[src/rtl/mem_lsu_pkg.sv]
// Shared definitions for the memory-access stage.
// Holds the access-size encodings, the LSU state encoding and the
// alignment rule used to decide whether a request may reach the bus.
package mem_lsu_pkg;

   localparam logic [1:0] SIZE_B = 2'd0;
   localparam logic [1:0] SIZE_H = 2'd1;
   localparam logic [1:0] SIZE_W = 2'd2;

   typedef enum logic [1:0] {
      ST_IDLE = 2'd0,
      ST_REQ  = 2'd1,
      ST_DONE = 2'd2
   } state_t;

   // Size code 3 has no legal meaning, so it is treated as misaligned.
   function automatic logic is_misaligned(input logic [1:0] size, input logic [1:0] ofs);
      case (size)
         SIZE_B:  return 1'b0;
         SIZE_H:  return ofs[0];
         SIZE_W:  return (ofs != 2'd0);
         default: return 1'b1;
      endcase
   endfunction

endpackage

[src/rtl/mem_lsu_if.sv]
// Data-memory bus between the LSU and the data memory.
//   req   : request, held until ack or timeout
//   we    : write enable
//   addr  : word-aligned byte address
//   wdata : store data replicated across byte lanes
//   be    : byte enables
//   ack   : one-cycle completion pulse from memory
//   rdata : read data, valid with ack
interface mem_lsu_if;
   logic        req;
   logic        we;
   logic [31:0] addr;
   logic [31:0] wdata;
   logic [3:0]  be;
   logic        ack;
   logic [31:0] rdata;

   modport master (output req, we, addr, wdata, be, input ack, rdata);
   modport slave  (input req, we, addr, wdata, be, output ack, rdata);
endinterface

[src/rtl/mem_lsu_align.sv]
// lsu_align: combinational lane logic for the LSU.
//   size, ofs : access size and byte offset within the word
//   sext      : sign-extend loaded data
//   wdata     : raw store data       -> wrep : store data replicated into lanes
//   rdata     : raw bus read data    -> rext : addressed lane, extended
//   be        : byte enables for the access
module lsu_align
   import mem_lsu_pkg::*;
(
   input  logic [1:0]  size,
   input  logic [1:0]  ofs,
   input  logic        sext,
   input  logic [31:0] wdata,
   input  logic [31:0] rdata,
   output logic [3:0]  be,
   output logic [31:0] wrep,
   output logic [31:0] rext
);

   logic [31:0] sh;

   // Move the addressed lane down to bit 0 before extension.
   assign sh = rdata >> {ofs, 3'b000};

   always_comb begin
      be   = 4'b1111;
      wrep = wdata;
      rext = sh;
      case (size)
         SIZE_B: begin
            be   = 4'b0001 << ofs;
            wrep = {4{wdata[7:0]}};
            rext = {{24{sext & sh[7]}}, sh[7:0]};
         end
         SIZE_H: begin
            be   = 4'b0011 << ofs;
            wrep = {2{wdata[15:0]}};
            rext = {{16{sext & sh[15]}}, sh[15:0]};
         end
         default: begin
            be   = 4'b1111;
            wrep = wdata;
            rext = sh;
         end
      endcase
   end

endmodule

[src/rtl/mem_lsu.sv]
// mem_lsu: memory-access stage between EX/MEM and MEM/WB.
// Converts loads/stores into a req/ack bus transaction, stalls upstream while
// it is outstanding, aligns/extends load data and forwards control to MEM/WB.
// Ports:
//   clk, rst                      : clock, synchronous active-high reset
//   mem_* inputs                  : instruction held in EX/MEM
//   dm (master)                   : data-memory bus
//   out_Alu_Result/mo/m2reg/wreg/rn : to MEM/WB
//   mem_stall                     : freeze upstream pipeline registers
//   mem_exc                       : misaligned access or bus timeout pulse
module mem_lsu
   import mem_lsu_pkg::*;
#(
   parameter int TIMEOUT = 16,
   parameter int CW      = 5
) (
   input  logic        clk,
   input  logic        rst,
   input  logic        mem_valid,
   input  logic [31:0] mem_Alu_Result,
   input  logic [31:0] mem_wdata,
   input  logic        mem_m2reg,
   input  logic        mem_wmem,
   input  logic        mem_wreg,
   input  logic [4:0]  mem_rn,
   input  logic [1:0]  mem_size,
   input  logic        mem_sext,
   mem_lsu_if.master   dm,
   output logic [31:0] out_Alu_Result,
   output logic [31:0] out_mo,
   output logic        out_m2reg,
   output logic        out_wreg,
   output logic [4:0]  out_rn,
   output logic        mem_stall,
   output logic        mem_exc
);

   state_t        state;
   logic          req_q, we_q, err_q;
   logic [31:0]   addr_q, wdata_q, mo_q;
   logic [3:0]    be_q;
   logic [CW-1:0] cnt;

   logic          acc, mis, in_done, timeout_err;
   logic [3:0]    be_c;
   logic [31:0]   wrep_c, rext_c;

   lsu_align u_align (
      .size  (mem_size),
      .ofs   (mem_Alu_Result[1:0]),
      .sext  (mem_sext),
      .wdata (mem_wdata),
      .rdata (dm.rdata),
      .be    (be_c),
      .wrep  (wrep_c),
      .rext  (rext_c)
   );

   assign acc         = mem_valid & (mem_m2reg | mem_wmem);
   assign mis         = acc & is_misaligned(mem_size, mem_Alu_Result[1:0]);
   assign in_done     = (state == ST_DONE);
   assign timeout_err = in_done & err_q;

   // The instruction stays in EX/MEM until the DONE cycle, where it is released.
   assign mem_stall = ~rst & acc & ~mis & ~in_done;
   assign out_wreg  = ~rst & mem_valid & mem_wreg & ~mem_stall & ~mis & ~timeout_err;
   assign mem_exc   = ~rst & (mis | timeout_err);

   assign out_Alu_Result = mem_Alu_Result;
   assign out_m2reg      = mem_m2reg;
   assign out_rn         = mem_rn;
   assign out_mo         = in_done ? mo_q : 32'd0;

   assign dm.req   = req_q;
   assign dm.we    = we_q;
   assign dm.addr  = addr_q;
   assign dm.wdata = wdata_q;
   assign dm.be    = be_q;

   always_ff @(posedge clk) begin
      if (rst) begin
         state   <= ST_IDLE;
         req_q   <= 1'b0;
         we_q    <= 1'b0;
         be_q    <= 4'd0;
         addr_q  <= 32'd0;
         wdata_q <= 32'd0;
         mo_q    <= 32'd0;
         err_q   <= 1'b0;
         cnt     <= '0;
      end else begin
         case (state)
            ST_IDLE: begin
               if (acc && !mis) begin
                  state   <= ST_REQ;
                  req_q   <= 1'b1;
                  we_q    <= mem_wmem;
                  be_q    <= be_c;
                  addr_q  <= {mem_Alu_Result[31:2], 2'b00};
                  wdata_q <= wrep_c;
                  err_q   <= 1'b0;
                  cnt     <= '0;
               end
            end
            ST_REQ: begin
               // Load data is extracted from the instruction still held in EX/MEM.
               if (dm.ack) begin
                  mo_q  <= rext_c;
                  req_q <= 1'b0;
                  state <= ST_DONE;
               end else if (cnt == CW'(TIMEOUT - 1)) begin
                  req_q <= 1'b0;
                  err_q <= 1'b1;
                  state <= ST_DONE;
               end else begin
                  cnt <= cnt + CW'(1);
               end
            end
            ST_DONE: state <= ST_IDLE;
            default: state <= ST_IDLE;
         endcase
      end
   end

endmodule

[src/flat_wrapper.sv]
// flat-port wrapper written by rule: the top's interface ports become plain ports
module mem_lsu_flat import mem_lsu_pkg::*;
#(
   parameter int TIMEOUT = 16,
   parameter int CW      = 5
)
  (clk, rst, mem_valid, mem_Alu_Result, mem_wdata, mem_m2reg, mem_wmem, mem_wreg, mem_rn, mem_size, mem_sext, out_Alu_Result, out_mo, out_m2reg, out_wreg, out_rn, mem_stall, mem_exc, dm_req, dm_we, dm_addr, dm_wdata, dm_be, dm_ack, dm_rdata);
  mem_lsu_if dm_i ();
  input  logic clk;
  input  logic rst;
  input  logic mem_valid;
  input  logic [31:0] mem_Alu_Result;
  input  logic [31:0] mem_wdata;
  input  logic mem_m2reg;
  input  logic mem_wmem;
  input  logic mem_wreg;
  input  logic [4:0] mem_rn;
  input  logic [1:0] mem_size;
  input  logic mem_sext;
  output logic [31:0] out_Alu_Result;
  output logic [31:0] out_mo;
  output logic out_m2reg;
  output logic out_wreg;
  output logic [4:0] out_rn;
  output logic mem_stall;
  output logic mem_exc;
  output wire logic [$bits(dm_i.req)-1:0] dm_req;
  output wire logic [$bits(dm_i.we)-1:0] dm_we;
  output wire logic [$bits(dm_i.addr)-1:0] dm_addr;
  output wire logic [$bits(dm_i.wdata)-1:0] dm_wdata;
  output wire logic [$bits(dm_i.be)-1:0] dm_be;
  input wire logic [$bits(dm_i.ack)-1:0] dm_ack;
  input wire logic [$bits(dm_i.rdata)-1:0] dm_rdata;
  assign dm_req = dm_i.req;
  assign dm_we = dm_i.we;
  assign dm_addr = dm_i.addr;
  assign dm_wdata = dm_i.wdata;
  assign dm_be = dm_i.be;
  assign dm_i.ack = dm_ack;
  assign dm_i.rdata = dm_rdata;
  mem_lsu #(.TIMEOUT(TIMEOUT), .CW(CW)) u_core (.clk(clk), .rst(rst), .mem_valid(mem_valid), .mem_Alu_Result(mem_Alu_Result), .mem_wdata(mem_wdata), .mem_m2reg(mem_m2reg), .mem_wmem(mem_wmem), .mem_wreg(mem_wreg), .mem_rn(mem_rn), .mem_size(mem_size), .mem_sext(mem_sext), .dm(dm_i), .out_Alu_Result(out_Alu_Result), .out_mo(out_mo), .out_m2reg(out_m2reg), .out_wreg(out_wreg), .out_rn(out_rn), .mem_stall(mem_stall), .mem_exc(mem_exc));
endmodule
[config.mk]
export PLATFORM = sky130hd
export DESIGN_NAME = mem_lsu_flat
export DESIGN_NICKNAME = d
export VERILOG_FILES = /design/src/rtl/mem_lsu_pkg.sv /design/src/rtl/mem_lsu_if.sv /design/src/rtl/mem_lsu_align.sv /design/src/rtl/mem_lsu.sv /design/src/flat_wrapper.sv
export SDC_FILE = /design/constraint.sdc
export NUM_CORES = 1
export LEC_CHECK = 0
export ABC_AREA = 1
export ABC_CLOCK_PERIOD_IN_PS = 1800
export CAP_MARGIN = 20
export CORE_MARGIN = 4
export CORE_UTILIZATION = 42
export DETAILED_ROUTE_END_ITERATION = 12
export PLACE_DENSITY = 0.81
export SYNTH_ARGS = -nofsm -noshare
export SYNTH_HDL_FRONTEND = slang
export SYNTH_SLANG_ARGS = --single-unit
[constraint.sdc]
create_clock -name clk -period 1.8 [get_ports clk]
set_clock_uncertainty 0.15 [all_clocks]
set_input_delay 0.36 -clock clk [delete_from_list [all_inputs] [get_ports clk]]
set_output_delay 0.36 -clock clk [all_outputs]
set_load 0.005 [all_outputs]
==> impl_metrics.ini <==
[job]
maxCapViolations = 0

[placed_design]
dp.cells = 1241
place_congestion = 0.888
hpwl_mm = 13.9
portBuffers = 241

[pwr]
power_density_nw_per_um2 = 648
ir_drop_mv = 0.360
power_leakage_nw = 3.82

[clock_network]
ctsRootBufferMaster = clkbuf_16
clock_sinks = 108
clk_pin_slew_ps = 80
cts_buffers = 9
worstSkewPairLatency_ps = 350
cts_tree = done
max-clock-path-buffers = 2
htreeDepth = 3

[die]
die_y_microns = 124
rows = 42
ios = 254
core_area_sq_um = 13200
start_util = 0.427
die_area_sq_um = 15300
die_w_microns = 124

[detailed_routing]
drcViolationCount = 0
dr.pass1.iters = 5
drtAntennaViolNets = 0
drt-total-wl_mm = 20.6
vias = 6356
vias_per_cell = 4.99
drtIter0Drc = 464
wl_per_cell_microns = 16.2

[cells_and_area]
post-route-util = 0.675
n_fill_cell = 1104
diodes = 0
multi_input_area_sq_um = 2800
ff_latch_area_sq_um = 2170
nets = 1207
synthToLayoutAreaGrowth_pct = 58.2
drive_gt1_frac = 0.174
fin_cells = 1275

[timing]
rsz0062_at_grt = true
setup_viol = 34
drv_slew = 0
timing.fmax_mhz = 513
worst_slack_ps = -151
finalSetupTns_ps = -3990
finalHoldViolations = 0
slew_headroom = 0.548
tightest_slew_ps = 678
fin_crit_sh = 1.08
period_needed_ps = 1950

[synthesis]
synthAdderAreaFrac = 0.00445
synth-xor-area-share = 0.00156
synth_top_family_by_area = simple AND/OR/NAND/NOR gates
syn_area_per_cell_sq_um = 6.55
synth_area_sq_um = 5630
ys_seq_area_frac = 0.384
synthSimpleGateAreaFrac = 0.268
syn-instance-count = 860
synth-compound-area-share = 0.169
muxShareOfSynthArea = 0
synth.distinct_cells = 27
ys_ff_latch = 108
ys.warnings.count = 0

[worst_setup_path]
cpPeakStageDelay_ps = 340
crit_fanout = 8
critPathBufInv = 5
critPathArrivalTime_ps = 1440
path_cells = inv_2 > nor2_2 > clkinv_2 > buf_6 > buf_16 > nor2_4 > buf_2
worst_path_max_delay_cell = dfxtp_2
worst_ep_required_time_ps = 1290
worst_path_dominant_cell_family = buffers and inverters
crit_path_end_kind = output pin
critPathLaunchType = register
critPathKind = register to output pin

[global_route]
antenna_found_initial = 0
grt-ovfl-total = 0
grtUsageTotal = 0.247
grt_start_max_net_pins = 68
grt_pass1_vias = 5671
grt_first_pass_wirelength_mm = 29.2

[status]
failed_checks = setup timing
status = complete, but fails checks

[min_path]
holdCritPathClass = input port to register
[layer usage]
layer	wire (microns)	part of all wire	GRT usage
met5	0	0	0
met1	8060	0.39	0.299
met3	1880	0.091	0.0527
met2	10100	0.49	0.418
met4	620	0.030	0.111
[sequential cells by signal, summed over array words and instances (netlist names)]
| register | cells |
|---|---|
| u_core.dm.addr | 30 |
| u_core.cnt | 5 |
| u_core.dm.we | 1 |
| u_core.err_q | 1 |
| u_core.mo_q | 32 |
| u_core.dm.be | 4 |
| u_core.dm.wdata | 32 |
| u_core.dm.req | 1 |
| u_core.state | 2 |
[tightest hold or removal path: stages]
cell and delay [ps]:
dlygate4sd2_1 270, nand2_1 80, a21oi_1 50
[final timing paths]
check | start | endpoint | slack [ps] | cells after the start
worst max register to register | u_core.cnt[0] | u_core.cnt[0] | 70 | 8
worst min register to register | u_core.dm.addr[6] | u_core.dm.addr[6] | 310 | 2
worst max-delay path | u_core.state[1] | out_mo[0] | -150 | 7
worst min-delay path | mem_Alu_Result[18] | u_core.dm.addr[18] | 300 | 3
[cell families after synthesis]
| group | Yosys count |
|---|---|
| compound gates | 180 |
| xor+xnor | 1 |
| fa+ha+maj | 2 |
| buf+inv | 189 |
| flops | 108 |
| other cells | 1 |
| simple gates | 379 |
[cell usage in the layout (no fill, tap or decap), types with 2 or more instances in the layout]
cell and count:
a21oi_1 116, a21oi_2 3, a31oi_1 9, buf_12 12
buf_16 3, buf_2 34, buf_4 53, buf_6 5
clkbuf_16 12, clkdlybuf4s50_1 165, clkinv_2 3, conb_1 2
dfxtp_1 105, dfxtp_2 3, dlygate4sd2_1 36, dlymetal6s2s_1 2
ha_2 2, inv_1 90, inv_2 3, nand2_1 270
nand2_2 4, nand3_1 40, nand3_2 2, nand3_4 2
nor2_1 20, nor2_2 7, nor2_4 29, nor3_1 3
o211ai_1 12, o21ai_0 37
[area by class of cell]
cell class / count / share of cell area
Clock buffer: 10 / 0.0268
Clock inverter: 6 / 0.00520
Inverter: 95 / 0.0405
Multi-Input combinational cell: 564 / 0.314
Sequential cell: 108 / 0.243
Tap cell: 176 / 0.0247
Timing Repair Buffer: 316 / 0.345
[through the flow]
stage | worst slack (ps) | instance area [sq um] | power (mW) | hold slack (ps)
floorplan | 186 | 5630 | 3.14 | 283
global placement | -739 | 8210 | 3.76 | 301
detailed placement | -715 | 8210 | 3.77 | 304
CTS | -183 | 8650 | 5.72 | 288
global route | -207 | 8900 | 5.98 | 308
finish | -151 | 8900 | 5.77 | 297
[timing repair]
action / in CTS / in global routing
endpoints found under the setup margin: 164 / 104
gates resized for setup: 249 / 38
cloned: 4 / 3
pin swaps: 7 / 13
hold buffers: 0 / 0
buffers inserted: 7 / 4
[synthesized netlist by cell type]
master	count	area [sq um]
a21oi_1	119	596
a31oi_1	10	62.6
buf_1	1	3.75
buf_2	17	85.1
buf_4	43	323
buf_6	10	113
clkbuf_1	23	86.3
clkinv_1	1	3.75
conb_1	1	3.75
dfxtp_1	108	2160
ha_1	2	25.0
inv_1	92	345
inv_2	2	7.51
nand2_1	273	1020
nand2_2	2	12.5
nand3_1	42	210
nand3_2	2	20.0
nor2_1	54	203
nor2_2	1	6.26
nor2_4	1	11.3
nor3_1	3	15.0
o211ai_1	12	90.1
o211ai_2	1	12.5
o21a_1	1	7.51
o21ai_0	37	185
or2_2	1	6.26
xor2_1	1	8.76
[report_power, final]
| part | internal, mW | switching (mW) | total, mW | leakage (nW) |
|---|---|---|---|---|
| sequential | 2.49 | 0.0452 | 2.54 | 0.879 |
| clock | 0.991 | 0.955 | 1.95 | 0.141 |
| combinational | 0.664 | 0.619 | 1.28 | 2.80 |
Power figures use the tool's default switching activity.
